## src/rtl/dmem_arbiter.sv

```systemverilog
// Round-robin two-master arbiter and one-cycle access sequencer for the data memory.
// Define DMEM_ARB_CHECK_EN to reject misaligned or out-of-range accesses with err.
module dmem_arbiter #(
    parameter int MEM_BYTES = 128,
    parameter int ADDR_W    = 32
) (
    input  logic              clk,
    input  logic              rst,
    input  logic              m0_req,
    input  logic              m0_we,
    input  logic [ADDR_W-1:0] m0_addr,
    input  logic [31:0]       m0_wdata,
    output logic              m0_gnt,
    output logic              m0_done,
    input  logic              m1_req,
    input  logic              m1_we,
    input  logic [ADDR_W-1:0] m1_addr,
    input  logic [31:0]       m1_wdata,
    output logic              m1_gnt,
    output logic              m1_done,
    output logic [31:0]       rdata,
    output logic              err,
    output logic [ADDR_W-1:0] mem_address,
    output logic [31:0]       mem_writeData,
    output logic              mem_memWrite,
    output logic              mem_memRead,
    input  logic [31:0]       mem_readData,
    output logic              busy
);

    typedef enum logic [1:0] {IDLE, ACCESS, DONE} state_t;

    if (MEM_BYTES < 4 || (MEM_BYTES % 4) != 0) begin : g_param_chk
        $error("dmem_arbiter: MEM_BYTES must be a positive multiple of 4");
    end

    state_t            state_q, state_d;
    logic              rr_q, rr_d;
    logic              win_q, win_d;
    logic              we_q, we_d;
    logic              m0_gnt_q, m0_gnt_d;
    logic              m1_gnt_q, m1_gnt_d;
    logic              m0_done_q, m0_done_d;
    logic              m1_done_q, m1_done_d;
    logic              rd_q, rd_d;
    logic              wr_q, wr_d;
    logic              busy_q, busy_d;
    logic [31:0]       rdata_q, rdata_d;
    logic [ADDR_W-1:0] addr_q, addr_d;
    logic [31:0]       wdata_q, wdata_d;

    logic              pick;
    logic              sel_we;
    logic [ADDR_W-1:0] sel_addr;

`ifdef DMEM_ARB_CHECK_EN
    localparam logic [ADDR_W-1:0] LAST_WORD = ADDR_W'(MEM_BYTES - 4);
    logic bad_q, bad_d;
    logic err_q, err_d;
    logic sel_bad;
    assign sel_bad = (sel_addr[1:0] != 2'b00) || (sel_addr > LAST_WORD);
    assign err = err_q;
`else
    assign err = 1'b0;
`endif

    // Contention goes to rr_q; a lone requester always wins.
    assign pick     = (m0_req && m1_req) ? rr_q : m1_req;
    assign sel_we   = pick ? m1_we : m0_we;
    assign sel_addr = pick ? m1_addr : m0_addr;

    always_comb begin
        state_d   = state_q;
        rr_d      = rr_q;
        win_d     = win_q;
        we_d      = we_q;
        addr_d    = addr_q;
        wdata_d   = wdata_q;
        rdata_d   = rdata_q;
        busy_d    = busy_q;
        m0_gnt_d  = 1'b0;
        m1_gnt_d  = 1'b0;
        m0_done_d = 1'b0;
        m1_done_d = 1'b0;
        rd_d      = 1'b0;
        wr_d      = 1'b0;
`ifdef DMEM_ARB_CHECK_EN
        bad_d     = bad_q;
        err_d     = 1'b0;
`endif
        unique case (state_q)
            IDLE: begin
                if (m0_req || m1_req) begin
                    win_d    = pick;
                    rr_d     = ~pick;
                    we_d     = sel_we;
                    addr_d   = sel_addr;
                    wdata_d  = pick ? m1_wdata : m0_wdata;
                    m0_gnt_d = ~pick;
                    m1_gnt_d = pick;
                    busy_d   = 1'b1;
                    state_d  = ACCESS;
`ifdef DMEM_ARB_CHECK_EN
                    bad_d    = sel_bad;
                    wr_d     = sel_we & ~sel_bad;
                    rd_d     = ~sel_we & ~sel_bad;
`else
                    wr_d     = sel_we;
                    rd_d     = ~sel_we;
`endif
                end
            end
            ACCESS: begin
                m0_done_d = ~win_q;
                m1_done_d = win_q;
                state_d   = DONE;
`ifdef DMEM_ARB_CHECK_EN
                if (bad_q) begin
                    rdata_d = '0;
                    err_d   = 1'b1;
                end else if (!we_q) begin
                    rdata_d = mem_readData;
                end
`else
                if (!we_q) begin
                    rdata_d = mem_readData;
                end
`endif
            end
            DONE: begin
                busy_d  = 1'b0;
                state_d = IDLE;
            end
            default: begin
                busy_d  = 1'b0;
                state_d = IDLE;
            end
        endcase
    end

    always_ff @(posedge clk or posedge rst) begin
        if (rst) begin
            state_q   <= IDLE;
            rr_q      <= 1'b0;
            win_q     <= 1'b0;
            we_q      <= 1'b0;
            addr_q    <= '0;
            wdata_q   <= '0;
            rdata_q   <= '0;
            busy_q    <= 1'b0;
            m0_gnt_q  <= 1'b0;
            m1_gnt_q  <= 1'b0;
            m0_done_q <= 1'b0;
            m1_done_q <= 1'b0;
            rd_q      <= 1'b0;
            wr_q      <= 1'b0;
`ifdef DMEM_ARB_CHECK_EN
            bad_q     <= 1'b0;
            err_q     <= 1'b0;
`endif
        end else begin
            state_q   <= state_d;
            rr_q      <= rr_d;
            win_q     <= win_d;
            we_q      <= we_d;
            addr_q    <= addr_d;
            wdata_q   <= wdata_d;
            rdata_q   <= rdata_d;
            busy_q    <= busy_d;
            m0_gnt_q  <= m0_gnt_d;
            m1_gnt_q  <= m1_gnt_d;
            m0_done_q <= m0_done_d;
            m1_done_q <= m1_done_d;
            rd_q      <= rd_d;
            wr_q      <= wr_d;
`ifdef DMEM_ARB_CHECK_EN
            bad_q     <= bad_d;
            err_q     <= err_d;
`endif
        end
    end

    assign m0_gnt        = m0_gnt_q;
    assign m1_gnt        = m1_gnt_q;
    assign m0_done       = m0_done_q;
    assign m1_done       = m1_done_q;
    assign rdata         = rdata_q;
    assign mem_address   = addr_q;
    assign mem_writeData = wdata_q;
    assign mem_memWrite  = wr_q;
    assign mem_memRead   = rd_q;
    assign busy          = busy_q;

endmodule

```

## config.mk

```make
export PLATFORM = sky130hd
export DESIGN_NAME = dmem_arbiter
export DESIGN_NICKNAME = d
export VERILOG_FILES = /design/src/rtl/dmem_arbiter.sv
export SDC_FILE = /design/constraint.sdc
export NUM_CORES = 1
export LEC_CHECK = 0
export CAP_MARGIN = 40
export CELL_PAD_IN_SITES_DETAIL_PLACEMENT = 1
export CELL_PAD_IN_SITES_GLOBAL_PLACEMENT = 1
export CORE_UTILIZATION = 28
export CTS_CLUSTER_SIZE = 25
export DETAILED_ROUTE_END_ITERATION = 10
export GPL_ROUTABILITY_DRIVEN = 0
export PLACE_DENSITY = 0.77
export SYNTH_ARGS = -nofsm -noshare
export SYNTH_HDL_FRONTEND = slang
export SYNTH_SLANG_ARGS = --single-unit
```

## constraint.sdc

```tcl
create_clock -name clk -period 4.8 [get_ports clk]
set_input_delay 1.44 -clock clk [delete_from_list [all_inputs] [get_ports clk]]
set_output_delay 1.44 -clock clk [all_outputs]
set_load 0.005 [all_outputs]
```

==> flow_summary.json, run 1 <==
{
  "syn_nets": 645,
  "post_drt_wl_per_cell_um": 19.6,
  "yosysSeqAreaShare_pct": 55.5,
  "layout-drive-gt1-share_pct": 9.32,
  "path_buf_inv": 2,
  "core-area_um2": 16800,
  "outcome": "completed",
  "cts_buffers": 9,
  "firstDrtPassIters": 6,
  "port_buffers": 268,
  "grt.total_usage_pct": 20.6,
  "h-tree-depth": 3,
  "holdPathStages": 1,
  "crit_arrival_ns": 3.52,
  "cts_tree": "yes",
  "power.density_nw_per_um2": 580,
  "critical_path_class": "input port to register",
  "critPathMaxFanout": 37,
  "cts_buffer_depth": 2,
  "reg2reg_from": "rr_q$_DFFE_PP0P_",
  "grt_overflow": 0,
  "syn_to_final_growth_pct": 63.8,
  "cap_violations": 0,
  "cts_resized": 0,
  "wl_mm": 18.4,
  "worst_slew_pin_slew_ns": 0.876,
  "rrSetupSlack_ns": 2.80,
  "ys_ff_latch": 108,
  "holdCritPathClass": "register to register",
  "slowest_delay_ns": 0.75,
  "drv_slew": 0,
  "worstPathRequired_ns": 5.06,
  "clk_pin_slew_ns": 0.07,
  "finClkSkew_ns": 0.00845,
  "cts_setup_buffers": 0,
  "setup_tns_ns": 0,
  "startpoint_type": "input port",
  "setup_ws_ns": 1.54,
  "synth_cells": 479,
  "syn_area_per_cell_um2": 10.2,
  "n_fill_cell": 1845,
  "rsz0062_at_grt": "false",
  "cp_top_family": "buffers and inverters",
  "max_freq_mhz": 307,
  "place_hpwl_mm": 12.7,
  "layout_worst_path_cycle_share_pct": 67.8,
  "slew_headroom_pct": 41.5,
  "cts_sinks": 108,
  "die_x_um": 134,
  "synth_area_um2": 4870,
  "vias_per_cell": 5.26,
  "ys_warn_count": 0,
  "place_ws_ns": 1.16,
  "fin_crit_ns": 3.26,
  "grt_pass1_wl_mm": 28.7,
  "synth_cell_type_count": 28,
  "crit_slowest_cell": "nor2b_4",
  "rows": 47,
  "area.sequential_um2": 2700,
  "vdd_drop_max_mv": 0.187,
  "grt_pass1_vias": 5319,
  "antenna_found_initial": 0,
  "post-route-drc-count": 0,
  "design.die.area_um2": 17900,
  "grt_max_degree": 68,
  "io_pins": 270,
  "clockRootBuffer": "clkbuf_16",
  "rr_worst_depth": 4,
  "fp.dieH_um": 134,
  "cp-end-kind": "register",
  "timing.rr.end": "mem_address[14]$_DFFE_PP0P_",
  "final_nets": 880,
  "dr.first_iter.drc_count": 283,
  "min_from": "win_q$_DFFE_PP0P_",
  "crit_chain": "clkdlybuf4s50_1, nor2b_4, buf_4, o21ai_0, a31oi_1",
  "hold_viol_final": 0,
  "hold_buffers": 0,
  "multiInputGateArea_um2": 1880,
  "antenna_left": 0,
  "setup_viol": 0,
  "diodes": 0,
  "p_leak_nw": 3.08,
  "initial_core_util_pct": 29.0,
  "hold_end": "m0_done$_DFF_PP0_",
  "clk_latency_ns": 0.35,
  "via_count": 4941
}
==> area by class of cell <==
| class | instances | area share [%] |
|---|---|---|
| well taps | 220 | 3.45 |
| multi-input cells | 312 | 23.6 |
| repair buffers | 278 | 35.0 |
| clock inverters | 7 | 1.02 |
| clock buffers | 9 | 2.83 |
| flip-flops and latches | 108 | 33.9 |
| inverters | 5 | 0.267 |
==> metal layers <==
metal	GRT usage [%]	routed length, µm	share of wire [%]
met1	23.8	7410	40
met2	36.7	9320	51
met3	4.72	1240	6.7
met4	7.89	458	2.5
met5	0	0	0
==> cell usage after synthesis <==
| cell type | instances | area share (%) |
|---|---|---|
| o2bb2ai_1 | 1 | 0.18 |
| inv_1 | 3 | 0.23 |
| a21oi_1 | 68 | 7.0 |
| mux2_2 | 30 | 6.9 |
| mux2_1 | 2 | 0.46 |
| o21ai_0 | 57 | 5.9 |
| buf_1 | 1 | 0.077 |
| or2_2 | 1 | 0.13 |
| buf_6 | 4 | 0.93 |
| a31oi_1 | 66 | 8.5 |
| nand3_1 | 65 | 6.7 |
| inv_2 | 2 | 0.15 |
| nor2_4 | 1 | 0.23 |
| buf_4 | 6 | 0.93 |
| and2_1 | 1 | 0.13 |
| and3_1 | 1 | 0.13 |
| nor2b_1 | 1 | 0.13 |
| buf_2 | 17 | 1.7 |
| conb_1 | 1 | 0.077 |
| or2_4 | 1 | 0.18 |
| o21ai_1 | 9 | 0.93 |
| nand2_4 | 1 | 0.23 |
| dfrtp_1 | 108 | 56 |
| nand2_1 | 1 | 0.077 |
| nor2_1 | 2 | 0.15 |
| nand2b_1 | 2 | 0.26 |
| clkbuf_1 | 26 | 2.0 |
| nor2_2 | 1 | 0.13 |
==> how the worst max path moves through the flow <==
| stage | to | slack [ns] | cells past startpoint | from |
|---|---|---|---|---|
| 6_report | mem_address[14]$_DFFE_PP0P_ | 1.54 | 5 | m0_req |
| 5_1_grt | mem_writeData[10]$_DFFE_PP0P_ | 1.37 | 5 | m0_req |
| 4_1_cts | mem_address[14]$_DFFE_PP0P_ | 1.53 | 5 | m0_req |
| 3_5_place_dp | mem_address[14]$_DFFE_PP0P_ | 1.16 | 5 | m0_req |
| 3_3_place_gp | mem_address[30]$_DFFE_PP0P_ | 1.25 | 5 | m0_req |
| 2_1_floorplan | busy$_DFFE_PP0P_ | 0.51 | 1 | rst |
==> per-stage QoR <==
| step | cell area (µm²) | hold slack (ns) | util, % | cells | total power, W |
|---|---|---|---|---|---|
| CTS | 7970 | 0.466 | 47.5 | 939 | 0.00469 |
| global route | 7970 | 0.489 | 47.5 | 939 | 0.00493 |
| floorplan | 4870 | 0.418 | - | 479 | 0.00260 |
| finish | 7970 | 0.467 | 47.5 | 939 | 0.00462 |
| detailed placement | 7660 | 0.458 | 45.7 | 923 | 0.00389 |
| global placement | 7610 | 0.446 | 45.4 | 921 | 0.00378 |
==> state kept, by name (all words and copies together) (netlist names) <==
register       flops
m0_done            1
mem_address       32
m0_gnt             1
m1_gnt             1
mem_writeData     32
rdata             32
busy               1
state_q            2
rr_q               1
we_q               1
m1_done            1
mem_memWrite       1
mem_memRead        1
win_q              1
==> where the power goes <==
group	switching [W]	internal [W]	total [W]	leakage, nW
Combinational	0.000959	0.00125	0.00221	1.68
Clock	0.000359	0.000414	0.000772	0.152
Sequential	0.000262	0.00137	0.00163	1.24
==> cell usage in the layout (no fill, tap or decap), types with 2 or more instances in the layout <==
cell and n:
nand3_1 65, clkbuf_16 9, mux2_1 2, dfrtp_1 108
buf_4 8, mux2_2 30, inv_1 2, a31oi_1 66
inv_6 2, o21ai_0 57, o21ai_1 9, nor2_1 2
inv_2 2, clkinv_4 2, a21oi_1 68, clkdlybuf4s50_1 267
==> logic make-up after synthesis <==
group                  Yosys count  synth area share [%]
AO/OA/AOI/OAI                  201                  22.4
buffers and inverters           59                  6.07
flip-flops                     108                  55.5
multiplexers                    32                  7.41
other                            1                0.0771
AND/OR/NAND/NOR                 78                  8.46
Power figures use the tool's default switching activity.
==> inputs of run 2 (changes only) <==
==> constraint.sdc (replaced) <==
create_clock -name clk -period 3.25 [get_ports clk]
set_input_delay 0.975 -clock clk [delete_from_list [all_inputs] [get_ports clk]]
set_output_delay 0.975 -clock clk [all_outputs]
set_load 0.005 [all_outputs]
==> flow_summary.json, run 2 (synthesis results as in run 1) <==
{
  "path_buf_inv": 1,
  "p_leak_nw": 3.10,
  "cts_tree": "yes",
  "cts_buffer_depth": 2,
  "clk_pin_slew_ns": 0.07,
  "syn_to_final_growth_pct": 64.7,
  "setup_ws_ns": 0.979,
  "diodes": 0,
  "drv_slew": 0,
  "finClkSkew_ns": 0.0102,
  "h-tree-depth": 3,
  "critical_path_class": "register to primary output",
  "core-area_um2": 16800,
  "clk_latency_ns": 0.35,
  "post-route-drc-count": 0,
  "die_x_um": 134,
  "rows": 47,
  "layout-drive-gt1-share_pct": 9.94,
  "rsz0062_at_grt": "false",
  "design.die.area_um2": 17900,
  "mostFrequentLayoutCells": "clkdlybuf4s50_1 (267), dfrtp_1 (108), a21oi_1 (68)",
  "cts_setup_buffers": 0,
  "setup_tns_ns": 0,
  "cts_resized": 0,
  "clockRootBuffer": "clkbuf_16",
  "crit_chain": "clkdlybuf4s50_1",
  "critPathMaxFanout": 2,
  "crit_slowest_cell": "clkdlybuf4s50_1",
  "hold_buffers": 0,
  "vdd_drop_max_mv": 0.375,
  "cts_buffers": 9,
  "grt_overflow": 0,
  "initial_core_util_pct": 29.0,
  "place_hpwl_mm": 13.3,
  "cp_top_family": "buffers and inverters",
  "startpoint_type": "register",
  "holdCritPathClass": "register to register",
  "crit_arrival_ns": 1.30,
  "cap_violations": 0,
  "antenna_left": 0,
  "fin_crit_ns": 2.27,
  "worst_slew_pin_slew_ns": 0.732,
  "layout_worst_path_cycle_share_pct": 69.9,
  "power.density_nw_per_um2": 857,
  "place_ws_ns": 0.673,
  "vias_per_cell": 5.18,
  "grt_pass1_vias": 5258,
  "antenna_found_initial": 0,
  "grt.total_usage_pct": 20.5,
  "slowest_delay_ns": 0.53,
  "outcome": "completed",
  "post_drt_wl_per_cell_um": 19.2,
  "grt_pass1_wl_mm": 28.7,
  "setup_viol": 0,
  "fp.dieH_um": 134,
  "final_nets": 885,
  "hold_viol_final": 0,
  "layout.cells.non_filler": 944,
  "slew_headroom_pct": 51.2,
  "cp-end-kind": "primary output",
  "io_pins": 270,
  "post-place-cells": 928,
  "max_freq_mhz": 440,
  "cts_sinks": 108,
  "rrSetupSlack_ns": 1.27,
  "layout_commonest_cell": "clkdlybuf4s50_1",
  "hold_slack_ns": 0.464,
  "firstDrtPassIters": 4,
  "grt_max_degree": 69,
  "via_count": 4889,
  "dr.first_iter.drc_count": 182,
  "port_buffers": 268,
  "worstPathRequired_ns": 2.27,
  "wl_mm": 18.1
}
-- run 2: cell types whose count changed in the layout (fill, tap and decap cells not counted), sizes merged --
cell / change
clkinvlp: +2
buf: +5
clkinv: -2
-- run 2: worst paths after layout --
kind	from	to	cells after the start
min in group asynchronous	rst	rdata[12]$_DFFE_PP0P_	2
worst min register to register	win_q$_DFFE_PP0P_	m0_done$_DFF_PP0_	1
max in group asynchronous	rst	busy$_DFFE_PP0P_	3
worst max register to register	state_q[1]$_DFFE_PP0P_	mem_address[14]$_DFFE_PP0P_	4
worst max-delay path	busy$_DFFE_PP0P_	busy	1
worst min-delay path	win_q$_DFFE_PP0P_	m0_done$_DFF_PP0_	1
-- run 2: stage by stage --
stage          instance area (µm²)  power, W  utilization (%)
2_1_floorplan                 4870   0.00384                -
3_3_place_gp                  7710   0.00562             46.0
3_5_place_dp                  7710   0.00578             46.0
4_1_cts                       8010   0.00696             47.8
5_1_grt                       8010   0.00731             47.8
6_report                      8010   0.00687             47.8
-- run 2: layer usage --
layer	track usage (%)	wire (µm)	vias to the layer above
met5	0	0	-
met4	7.26	421	0
met3	4.61	1300	31
met2	36.2	9160	214
met1	24.3	7240	2398
li1	-	-	2246
-- run 2: area by class of cell --
| type | instances | area [µm²] |
|---|---|---|
| inverters | 5 | 22.5 |
| flip-flops and latches | 108 | 2700 |
| fillers | 1815 | 8750 |
| multi-input cells | 312 | 1880 |
| clock inverters | 7 | 82.6 |
| well taps | 220 | 275 |
| clock buffers | 9 | 225 |
| repair buffers | 283 | 2830 |
-- run 2: power by group --
part / internal (W) / switching [W] / total (W)
clock: 0.000614 / 0.000539 / 0.00115
sequential: 0.00203 / 0.000405 / 0.00243
combinational: 0.00188 / 0.00141 / 0.00328
